<file path="src/rtl/morse_decoder_core_if.sv">
// Output-buffer side of the Morse decoder: write strobe, last character,
// fill level and the combinational random-access query used by the LCD.
interface morse_decoder_core_if #(
   parameter int OBUF_DEPTH = 16
);
   localparam int AW = $clog2(OBUF_DEPTH);

   logic [AW-1:0] rd_addr;
   logic [7:0]    rd_char;
   logic [AW:0]   count;
   logic          char_valid;
   logic [7:0]    char_out;

   // Decoder drives the buffer view, the reader supplies the query index.
   modport master (
      input  rd_addr,
      output rd_char, count, char_valid, char_out
   );

   modport slave (
      output rd_addr,
      input  rd_char, count, char_valid, char_out
   );
endinterface

</file>
<file path="src/rtl/morse_decoder_core.sv">
// Morse decoder core: times key marks and gaps, classifies dit/dah, translates
// complete symbol patterns to ASCII and stores them in a circular buffer.
module morse_decoder_core #(
   parameter int MAX_SYMS   = 6,
   parameter int OBUF_DEPTH = 16,
   parameter int TIMER_W    = 32,
   parameter int OVERWRITE  = 1,
   parameter int WORD_SPACE = 1
) (
   input  logic                 clk,
   input  logic                 rst,
   input  logic                 key_pressed,
   input  logic                 clr,
   input  logic [TIMER_W-1:0]   dah_lim,
   input  logic [TIMER_W-1:0]   char_gap_lim,
   input  logic [TIMER_W-1:0]   word_gap_lim,
   morse_decoder_core_if.master obuf,
   output logic                 is_error,
   output logic                 overflow,
   output logic [2:0]           state_dbg
);
   localparam int AW = $clog2(OBUF_DEPTH);
   localparam int LW = $clog2(MAX_SYMS + 1);
   localparam logic [LW-1:0] MAX_LEN  = LW'(MAX_SYMS);
   localparam logic [AW:0]   CNT_FULL = (AW + 1)'(OBUF_DEPTH);

   typedef enum logic [2:0] {
      ST_IDLE  = 3'd0,
      ST_MARK  = 3'd1,
      ST_GAP   = 3'd2,
      ST_TRANS = 3'd3,
      ST_WORD  = 3'd4
   } state_t;

   state_t                state_reg, state_next;
   logic [TIMER_W-1:0]    mark_timer_reg, mark_timer_next;
   logic [TIMER_W-1:0]    gap_timer_reg, gap_timer_next;
   logic [LW-1:0]         ibuf_len_reg, ibuf_len_next;
   logic [MAX_SYMS-1:0]   ibuf_bits_reg, ibuf_bits_next;
   logic                  sym_ovf_reg, sym_ovf_next;
   logic [AW-1:0]         wr_ptr_reg, wr_ptr_next;
   logic [AW:0]           count_reg, count_next;
   logic                  char_valid_reg, char_valid_next;
   logic [7:0]            char_out_reg, char_out_next;
   logic                  is_error_reg, is_error_next;
   logic                  overflow_reg, overflow_next;

   logic                  wr_req;
   logic [7:0]            wr_data;
   logic                  mem_we;
   logic                  sym;
   logic                  full;
   logic [7:0]            lookup_code;
   logic [AW-1:0]         rd_phys;
   logic [7:0]            obuf_mem [OBUF_DEPTH];

   // Pattern key is {length, symbols}; bit 0 is the first symbol, 1 = dah.
   // Unused upper symbol bits are always zero, so the key is exact.
   function automatic logic [7:0] morse_lookup(input logic [LW-1:0] len,
                                               input logic [MAX_SYMS-1:0] bits);
      logic [15:0] key;
      key = {8'(len), 8'(bits)};
      case (key)
         {8'd1, 8'b0}:     morse_lookup = 8'h45; // E
         {8'd1, 8'b1}:     morse_lookup = 8'h54; // T
         {8'd2, 8'b10}:    morse_lookup = 8'h41; // A
         {8'd2, 8'b00}:    morse_lookup = 8'h49; // I
         {8'd2, 8'b11}:    morse_lookup = 8'h4D; // M
         {8'd2, 8'b01}:    morse_lookup = 8'h4E; // N
         {8'd3, 8'b001}:   morse_lookup = 8'h44; // D
         {8'd3, 8'b011}:   morse_lookup = 8'h47; // G
         {8'd3, 8'b101}:   morse_lookup = 8'h4B; // K
         {8'd3, 8'b111}:   morse_lookup = 8'h4F; // O
         {8'd3, 8'b010}:   morse_lookup = 8'h52; // R
         {8'd3, 8'b000}:   morse_lookup = 8'h53; // S
         {8'd3, 8'b100}:   morse_lookup = 8'h55; // U
         {8'd3, 8'b110}:   morse_lookup = 8'h57; // W
         {8'd4, 8'b0001}:  morse_lookup = 8'h42; // B
         {8'd4, 8'b0101}:  morse_lookup = 8'h43; // C
         {8'd4, 8'b0100}:  morse_lookup = 8'h46; // F
         {8'd4, 8'b0000}:  morse_lookup = 8'h48; // H
         {8'd4, 8'b1110}:  morse_lookup = 8'h4A; // J
         {8'd4, 8'b0010}:  morse_lookup = 8'h4C; // L
         {8'd4, 8'b0110}:  morse_lookup = 8'h50; // P
         {8'd4, 8'b1011}:  morse_lookup = 8'h51; // Q
         {8'd4, 8'b1000}:  morse_lookup = 8'h56; // V
         {8'd4, 8'b1001}:  morse_lookup = 8'h58; // X
         {8'd4, 8'b1101}:  morse_lookup = 8'h59; // Y
         {8'd4, 8'b0011}:  morse_lookup = 8'h5A; // Z
         {8'd5, 8'b11111}: morse_lookup = 8'h30; // 0
         {8'd5, 8'b11110}: morse_lookup = 8'h31; // 1
         {8'd5, 8'b11100}: morse_lookup = 8'h32; // 2
         {8'd5, 8'b11000}: morse_lookup = 8'h33; // 3
         {8'd5, 8'b10000}: morse_lookup = 8'h34; // 4
         {8'd5, 8'b00000}: morse_lookup = 8'h35; // 5
         {8'd5, 8'b00001}: morse_lookup = 8'h36; // 6
         {8'd5, 8'b00011}: morse_lookup = 8'h37; // 7
         {8'd5, 8'b00111}: morse_lookup = 8'h38; // 8
         {8'd5, 8'b01111}: morse_lookup = 8'h39; // 9
         default:          morse_lookup = 8'h00; // no entry
      endcase
   endfunction

   assign lookup_code = morse_lookup(ibuf_len_reg, ibuf_bits_reg);
   assign sym         = (mark_timer_reg >= dah_lim);
   assign full        = (count_reg == CNT_FULL);

   // State register and all datapath registers.
   always_ff @(posedge clk or posedge rst) begin
      if (rst) begin
         state_reg      <= ST_IDLE;
         mark_timer_reg <= '0;
         gap_timer_reg  <= '0;
         ibuf_len_reg   <= '0;
         ibuf_bits_reg  <= '0;
         sym_ovf_reg    <= 1'b0;
         wr_ptr_reg     <= '0;
         count_reg      <= '0;
         char_valid_reg <= 1'b0;
         char_out_reg   <= 8'h00;
         is_error_reg   <= 1'b0;
         overflow_reg   <= 1'b0;
      end else begin
         state_reg      <= state_next;
         mark_timer_reg <= mark_timer_next;
         gap_timer_reg  <= gap_timer_next;
         ibuf_len_reg   <= ibuf_len_next;
         ibuf_bits_reg  <= ibuf_bits_next;
         sym_ovf_reg    <= sym_ovf_next;
         wr_ptr_reg     <= wr_ptr_next;
         count_reg      <= count_next;
         char_valid_reg <= char_valid_next;
         char_out_reg   <= char_out_next;
         is_error_reg   <= is_error_next;
         overflow_reg   <= overflow_next;
      end
   end

   // Next-state, timers, symbol assembly and buffer write decision.
   always_comb begin
      state_next      = state_reg;
      mark_timer_next = mark_timer_reg;
      gap_timer_next  = gap_timer_reg;
      ibuf_len_next   = ibuf_len_reg;
      ibuf_bits_next  = ibuf_bits_reg;
      sym_ovf_next    = sym_ovf_reg;
      wr_ptr_next     = wr_ptr_reg;
      count_next      = count_reg;
      char_valid_next = 1'b0;
      char_out_next   = char_out_reg;
      is_error_next   = is_error_reg;
      overflow_next   = overflow_reg;
      wr_req          = 1'b0;
      wr_data         = 8'h00;
      mem_we          = 1'b0;

      if (clr) begin
         state_next      = ST_IDLE;
         mark_timer_next = '0;
         gap_timer_next  = '0;
         ibuf_len_next   = '0;
         ibuf_bits_next  = '0;
         sym_ovf_next    = 1'b0;
         wr_ptr_next     = '0;
         count_next      = '0;
         char_out_next   = 8'h00;
         is_error_next   = 1'b0;
         overflow_next   = 1'b0;
      end else begin
         case (state_reg)
            ST_IDLE: begin
               if (key_pressed) begin
                  state_next      = ST_MARK;
                  mark_timer_next = TIMER_W'(1);
               end
            end
            ST_MARK: begin
               if (key_pressed) begin
                  if (mark_timer_reg != '1)
                     mark_timer_next = mark_timer_reg + 1'b1;
               end else begin
                  if (ibuf_len_reg < MAX_LEN) begin
                     for (int i = 0; i < MAX_SYMS; i++)
                        if (i == int'(ibuf_len_reg))
                           ibuf_bits_next[i] = sym;
                     ibuf_len_next = ibuf_len_reg + 1'b1;
                  end else begin
                     sym_ovf_next = 1'b1;
                  end
                  state_next     = ST_GAP;
                  gap_timer_next = TIMER_W'(1);
               end
            end
            ST_GAP: begin
               if (key_pressed) begin
                  state_next      = ST_MARK;
                  mark_timer_next = TIMER_W'(1);
               end else begin
                  if (gap_timer_reg != '1)
                     gap_timer_next = gap_timer_reg + 1'b1;
                  if (gap_timer_reg == char_gap_lim)
                     state_next = ST_TRANS;
               end
            end
            ST_TRANS: begin
               // Key is deliberately ignored here; WORD samples it next cycle.
               wr_req = 1'b1;
               if (sym_ovf_reg || lookup_code == 8'h00) begin
                  wr_data       = 8'h3F;
                  is_error_next = 1'b1;
               end else begin
                  wr_data = lookup_code;
               end
               ibuf_len_next  = '0;
               ibuf_bits_next = '0;
               sym_ovf_next   = 1'b0;
               if (gap_timer_reg != '1)
                  gap_timer_next = gap_timer_reg + 1'b1;
               state_next = ST_WORD;
            end
            ST_WORD: begin
               if (key_pressed) begin
                  state_next      = ST_MARK;
                  mark_timer_next = TIMER_W'(1);
               end else begin
                  if (gap_timer_reg != '1)
                     gap_timer_next = gap_timer_reg + 1'b1;
                  if (gap_timer_reg == word_gap_lim) begin
                     wr_req     = (WORD_SPACE != 0);
                     wr_data    = 8'h20;
                     state_next = ST_IDLE;
                  end
               end
            end
            default: state_next = ST_IDLE;
         endcase

         // When full, overwrite mode advances wr_ptr with count pinned at
         // depth, which implicitly moves the oldest entry forward.
         if (wr_req) begin
            if (full)
               overflow_next = 1'b1;
            if (!full || OVERWRITE != 0) begin
               mem_we          = 1'b1;
               wr_ptr_next     = wr_ptr_reg + 1'b1;
               char_valid_next = 1'b1;
               char_out_next   = wr_data;
               if (!full)
                  count_next = count_reg + 1'b1;
            end
         end
      end
   end

   // Character storage; contents need no reset because count gates reads.
   always_ff @(posedge clk) begin
      if (mem_we)
         obuf_mem[wr_ptr_reg] <= wr_data;
   end

   // When full, count[AW-1:0] is zero and the oldest entry sits at wr_ptr.
   assign rd_phys         = wr_ptr_reg - count_reg[AW-1:0] + obuf.rd_addr;
   assign obuf.rd_char    = ({1'b0, obuf.rd_addr} < count_reg) ? obuf_mem[rd_phys] : 8'h00;
   assign obuf.count      = count_reg;
   assign obuf.char_valid = char_valid_reg;
   assign obuf.char_out   = char_out_reg;
   assign is_error        = is_error_reg;
   assign overflow        = overflow_reg;
   assign state_dbg       = state_reg;
endmodule

</file>
<file path="src/flat_wrapper.sv">
// flat-port wrapper written by rule: the top's interface ports become plain ports
module morse_decoder_core_flat 
#(
   parameter int MAX_SYMS   = 6,
   parameter int OBUF_DEPTH = 16,
   parameter int TIMER_W    = 32,
   parameter int OVERWRITE  = 1,
   parameter int WORD_SPACE = 1
)
  (clk, rst, key_pressed, clr, dah_lim, char_gap_lim, word_gap_lim, is_error, overflow, state_dbg, obuf_rd_addr, obuf_rd_char, obuf_count, obuf_char_valid, obuf_char_out);
  morse_decoder_core_if #(.OBUF_DEPTH(OBUF_DEPTH)) obuf_i ();
  input  logic clk;
  input  logic rst;
  input  logic key_pressed;
  input  logic clr;
  input  logic [TIMER_W-1:0] dah_lim;
  input  logic [TIMER_W-1:0] char_gap_lim;
  input  logic [TIMER_W-1:0] word_gap_lim;
  output logic is_error;
  output logic overflow;
  output logic [2:0] state_dbg;
  input wire logic [$bits(obuf_i.rd_addr)-1:0] obuf_rd_addr;
  output wire logic [$bits(obuf_i.rd_char)-1:0] obuf_rd_char;
  output wire logic [$bits(obuf_i.count)-1:0] obuf_count;
  output wire logic [$bits(obuf_i.char_valid)-1:0] obuf_char_valid;
  output wire logic [$bits(obuf_i.char_out)-1:0] obuf_char_out;
  assign obuf_i.rd_addr = obuf_rd_addr;
  assign obuf_rd_char = obuf_i.rd_char;
  assign obuf_count = obuf_i.count;
  assign obuf_char_valid = obuf_i.char_valid;
  assign obuf_char_out = obuf_i.char_out;
  morse_decoder_core #(.MAX_SYMS(MAX_SYMS), .OBUF_DEPTH(OBUF_DEPTH), .TIMER_W(TIMER_W), .OVERWRITE(OVERWRITE), .WORD_SPACE(WORD_SPACE)) u_core (.clk(clk), .rst(rst), .key_pressed(key_pressed), .clr(clr), .dah_lim(dah_lim), .char_gap_lim(char_gap_lim), .word_gap_lim(word_gap_lim), .obuf(obuf_i), .is_error(is_error), .overflow(overflow), .state_dbg(state_dbg));
endmodule
</file>
<file path="config.mk">
export PLATFORM = sky130hd
export DESIGN_NAME = morse_decoder_core_flat
export DESIGN_NICKNAME = d
export VERILOG_FILES = /design/src/rtl/morse_decoder_core_if.sv /design/src/rtl/morse_decoder_core.sv /design/src/flat_wrapper.sv
export SDC_FILE = /design/constraint.sdc
export NUM_CORES = 1
export LEC_CHECK = 0
export BUFFER_PORTS_ARGS = -buffer_cell sky130_fd_sc_hd__buf_2
export CAP_MARGIN = 0
export CORE_ASPECT_RATIO = 1.5
export CORE_MARGIN = 2
export CORE_UTILIZATION = 44
export DETAILED_ROUTE_END_ITERATION = 10
export GPL_TIMING_DRIVEN = 0
export SLEW_MARGIN = 20
export SYNTH_ARGS = -nofsm -noshare
export SYNTH_HDL_FRONTEND = slang
export SYNTH_SLANG_ARGS = --single-unit
</file>
<file path="constraint.sdc">
create_clock -name clk -period 5.07 [get_ports clk]
set_clock_uncertainty 0.2 [all_clocks]
set_input_delay 1.014 -clock clk [delete_from_list [all_inputs] [get_ports clk]]
set_output_delay 1.014 -clock clk [all_outputs]
set_load 0.03 [all_outputs]
</file>
-- After elaboration in Yosys (flattened, before gate mapping)
Memory sizes are Yosys's and may differ from the RTL's.
Cells that the tools add are included.
- flip-flop bits (word level): 97
- bits in writable memories: 128
- bits of input ports: 104
- output and inout port bits: 27
- logic and storage cells: 186
- memories: 1
- memory list (name ; depth ; bits a word ; rd ports ; clocked after Yosys merged registers in ; wr ports ; RTL line ; source):
    u_core.obuf_mem ; 16 ; 8 ; 1 ; 0 ; 1 ; morse_decoder_core.sv:55 ; logic [7:0] obuf_mem [OBUF_DEPTH];
- $add $sub $neg: 7
- $lt $le $gt $ge: 3
- equality and inequality tests: 67
- multiplexer cells: 64
- reduce and logical (&&, ||, !) cells: 27
- operators by type and width (kind ; number):
    $mux 32 ; 8
    $pmux 7 s36 ; 1
    $eq 9x9->1 const B ; 22
    $eq 9x8->1 const B ; 12
    $pmux 32 s3 ; 1
    $add 32x1->32 const B ; 2
    $eq 32x32->1 ; 2
    $ne 32x32->1 const B ; 2
    $pmux 32 s2 ; 1
    $mux 8 ; 5
    $ge 32x32->1 ; 1
    $reduce_and 4->1 ; 8
    $mux 3 ; 10
    $ne 3x2->1 const B ; 9
    $mux 6 ; 4
    $mux 1 ; 22
    $eq 9x7->1 const B ; 2
    $pmux 8 s2 ; 1
    $mux 5 ; 3
    $pmux 3 s5 ; 1
    $eq 3x3->1 const A ; 4
    $ne 3x3->1 const B ; 4
    $pmux 6 s2 ; 1
    $reduce_and 3->1 ; 3
    28 further kinds ; 39

-- Logic depth before layout (Yosys ltp)
- depth in word-level cells: 9
- gate-level depth with buffers: 11
- gate-level depth less buffers: 10

-- Worst setup path after synthesis
Ideal clock, no wire load.
- path type: input -> output
- start: input port obuf_rd_addr[1]
- end: output port obuf_rd_char[0]
- arrival time: 3.879 ns
- required time: 3.856 ns
- slack: -0.023 ns
- stages on the path: 8
- buffers on the path: 2
- cell sequence: inv_1 > fa_1 > fa_1 > clkbuf_1 > clkbuf_1 > mux4_2 > mux2i_1 > a211oi_1
- longest elaborated chain between the ends: 3
- elaborated cells between the ends (all ways): 4
- ends and longest elaborated chain (item ; RTL line ; source):
    from (decl) ; flat_wrapper.sv:22 ; input wire logic [$bits(obuf_i.rd_addr)-1:0] obuf_rd_addr;
    $add 4x4->4 ; morse_decoder_core.sv:262 ; assign rd_phys = wr_ptr_reg - count_reg[AW-1:0] + obuf.rd_addr;
    $mem_v2 16x8 ; -- ;
    $mux 8 (*) ; morse_decoder_core.sv:263 ; assign obuf.rd_char = ({1'b0, obuf.rd_addr} < count_reg) ? obuf_mem[rd_phys] : 8'h00;
    to (decl) ; flat_wrapper.sv:23 ; output wire logic [$bits(obuf_i.rd_char)-1:0] obuf_rd_char;
Every way passes the cells marked *; elsewhere a longest branch is shown, timed or not.

-- Worst setup path after layout
- start: input port obuf_rd_addr[1]
- end: output port obuf_rd_char[2]
Same word-level chain as after synthesis.

==> impl_metrics.yaml <==
place:
  numPortBuffers: 127
  dp_cells: 1605
  dp.final_hpwl_mm: 23.9
  gp_congestion: 0.898
  dp_slack_ps: -573
synth:
  synth_seq_cells: 208
  muxShareOfSynthArea_pct: 6.44
  syn_inst: 1133
  ys_async_sr_fraction_pct: 46.2
  synthXorXnorAreaFrac_pct: 6.95
  synth_warnings: 0
  syn_area_mm2: 0.0121
  synth_edf_count: 112
  synth_top_family_by_area: "simple AND/OR/NAND/NOR gates"
  synth.distinct_cells: 80
  avgSynthCellArea_um2: 10.7
  synth_fa_ha_area_share_pct: 5.96
  synth_flop_cell: "edfxtp_1"
  synth_compound_area_share_pct: 12.0
  synth-seq-area-share_pct: 47.7
  yosys.area_share.simple_pct: 16.2
sta:
  holdWs_ps: 283
  tightest_slew_ps: 946
  min_period_ps: 4910
  final_max_slew_viol_count: 0
  max_slew_margin_pct: 35.3
  worst_slack_ps: 156
  fmax_mhz: 203
  final-hold-violation-count: 0
  finalSetupViolations: 0
  finalCritPeriodShare_pct: 96.9
  rsz0062_at_grt: "false"
floorplan:
  design.die.area_mm2: 0.0288
  coreArea_mm2: 0.0271
  die_w_um: 139
  io_pins: 131
  row_count: 74
  initial_core_util_pct: 44.6
  die_y_um: 207
worst_setup_path:
  worstPathMaxFanout: 10
  rrSetupSlack_ps: 1360
  worstSetupStartpointType: "primary input"
  r2r_cells: 8
  timing.rr.end: "u_core.obuf_mem[14][6]"
  setup.worst_path.end_class: "output port"
  arrival_ps: 3700
  worst_r2r_startpoint: "u_core.gap_timer_reg[8]"
  crit_type: "in -> out"
  required_ps: 3860
flow_run:
  maxCapViolations: 0
final_layout:
  most-common-layout-cells: "buf_2 (146), edfxtp_1 (112), dfrtp_1 (96)"
  final_common_cell: "buf_2"
  syn2layout_area_growth_pct: 15.4
  largest_reg_flops: 112
  fin_nets: 1446
  antenna_cells: 0
  fin_cells: 1642
  nFillCells: 2501
  drive_above_1_share_pct: 19.8
clock_tree:
  clock_path_buffers: 3
  htree_levels: 1
  clkLatencyLatePin_ps: 500
  cts_tree: "done"
  cts-root-buf: "clkbuf_16"
  clock-sinks: 208
  cts_inserted_buffers: 23
  clk_pin_slew_ps: 60
pwr:
  ir_drop_mv: 0.310
  p_per_area_mw_per_mm2: 275
  leakage_nw: 5.60
drt:
  drt_iter0_drc: 478
  routed_wl_mm: 31.7
  ant_nets: 0
  wl_per_cell_um: 19.3
  drc: 0
  vias: 9253
  drt_pass1_iterations: 7
  avgViaCountPerCell: 5.64
grt:
  grt_overflow: 0
  grt_pass1_wl_mm: 50.9
  track_usage_pct: 22.0
  grt_max_degree: 67
  first_global_vias: 9377
  antenna_found_initial: 1
hold_path:
  hold_class: "in -> async"
outcome:
  status: "finished, final reports clean"
[layer usage]
layer	routed length, um	vias to the layer above	GRT usage (%)
li1	-	4450	-
met2	16900	247	41.4
met4	952	2	6.76
met1	12500	4498	25.8
met5	11	-	0
met3	1400	56	2.68
[how the worst max path moves through the flow]
stage                                     from              end  slack (ps)  cells past startpoint
after floorplan                obuf_rd_addr[1]  obuf_rd_char[0]         250                      8
after global placement         obuf_rd_addr[1]  obuf_rd_char[2]        -550                     10
after detailed placement       obuf_rd_addr[1]  obuf_rd_char[2]        -570                     10
after CTS                      obuf_rd_addr[1]  obuf_rd_char[4]          40                     12
after global routing      u_core.wr_ptr_reg[0]  obuf_rd_char[0]          10                     11
final                          obuf_rd_addr[1]  obuf_rd_char[2]         160                      9
[logic make-up (layout without fill, tap and decap cells)]
family	after synthesis	after routing
simple gates	365	365
compound gates	230	230
flops	208	208
buf+inv	135	301
xor+xnor	96	96
fa+ha+maj	56	56
mux	42	42
other cells	1	2
[cell type report]
| type | count | area (um^2) | share of cell area (%) |
|---|---|---|---|
| inverters | 73 | 279 | 2.00 |
| clock inverters | 12 | 111 | 0.798 |
| clock buffers | 26 | 587 | 4.21 |
| flip-flops and latches | 208 | 5770 | 41.3 |
| well taps | 342 | 428 | 3.07 |
| plain buffers | 61 | 308 | 2.21 |
| repair buffers | 129 | 674 | 4.83 |
| multi-input cells | 791 | 5800 | 41.6 |
[power breakdown]
group / total (W) / internal, W / leakage [nW] / switching (W)
combinational: 0.000460 / 0.000187 / 3.01 / 0.000273
clock: 0.00159 / 0.000926 / 0.340 / 0.000665
sequential: 0.00179 / 0.00178 / 2.25 / 0.0000111
[what timing repair did]
action                                  CTS  global route
endpoints found under the setup margin    7             5
gates resized for setup                   7             4
hold buffers                              0             0
pin swaps                                 0             1
setup buffers                             0             0
[metrics by stage]
stage               total power [W]  setup TNS, ps  cell area (um^2)  util [%]
floorplan                   0.00213              0             12100         -
global placement            0.00228         -10740             13200      48.6
detailed placement          0.00229          -3670             13200      48.8
CTS                         0.00389              0             13900      51.4
global route                0.00399              0             14000      51.4
finish                      0.00384              0             14000      51.4
[critical path, cell delays in order]
cell,delay (ps)
buf_2,100
inv_1,50
fa_1,490
fa_2,720
clkbuf_4,310
mux4_2,320
a211oi_1,370
a211oi_2,90
buf_2,220
[cell usage after synthesis (11+ instances only)]
master,instances,area share (%)
nor2_1,94,2.9
nand4_1,32,1.7
a211oi_1,17,1.1
nor3_1,17,0.70
mux4_2,28,5.2
o31ai_1,11,0.68
edfxtp_1,112,28
or3_1,13,0.67
and3_1,19,0.98
nand3_1,38,1.6
o21ai_1,56,2.3
clkbuf_1,35,1.1
dfrtp_1,96,20
xnor2_1,73,5.3
a31oi_1,11,0.57
xor2_1,23,1.7
ha_1,52,5.4
o21ai_0,26,1.1
nand2_1,69,2.1
inv_1,73,2.3
nor4_1,12,0.62
a21oi_1,57,2.4
nor2b_1,17,0.88
buf_2,19,0.79
No activity file was read; power rests on OpenSTA's default activity.
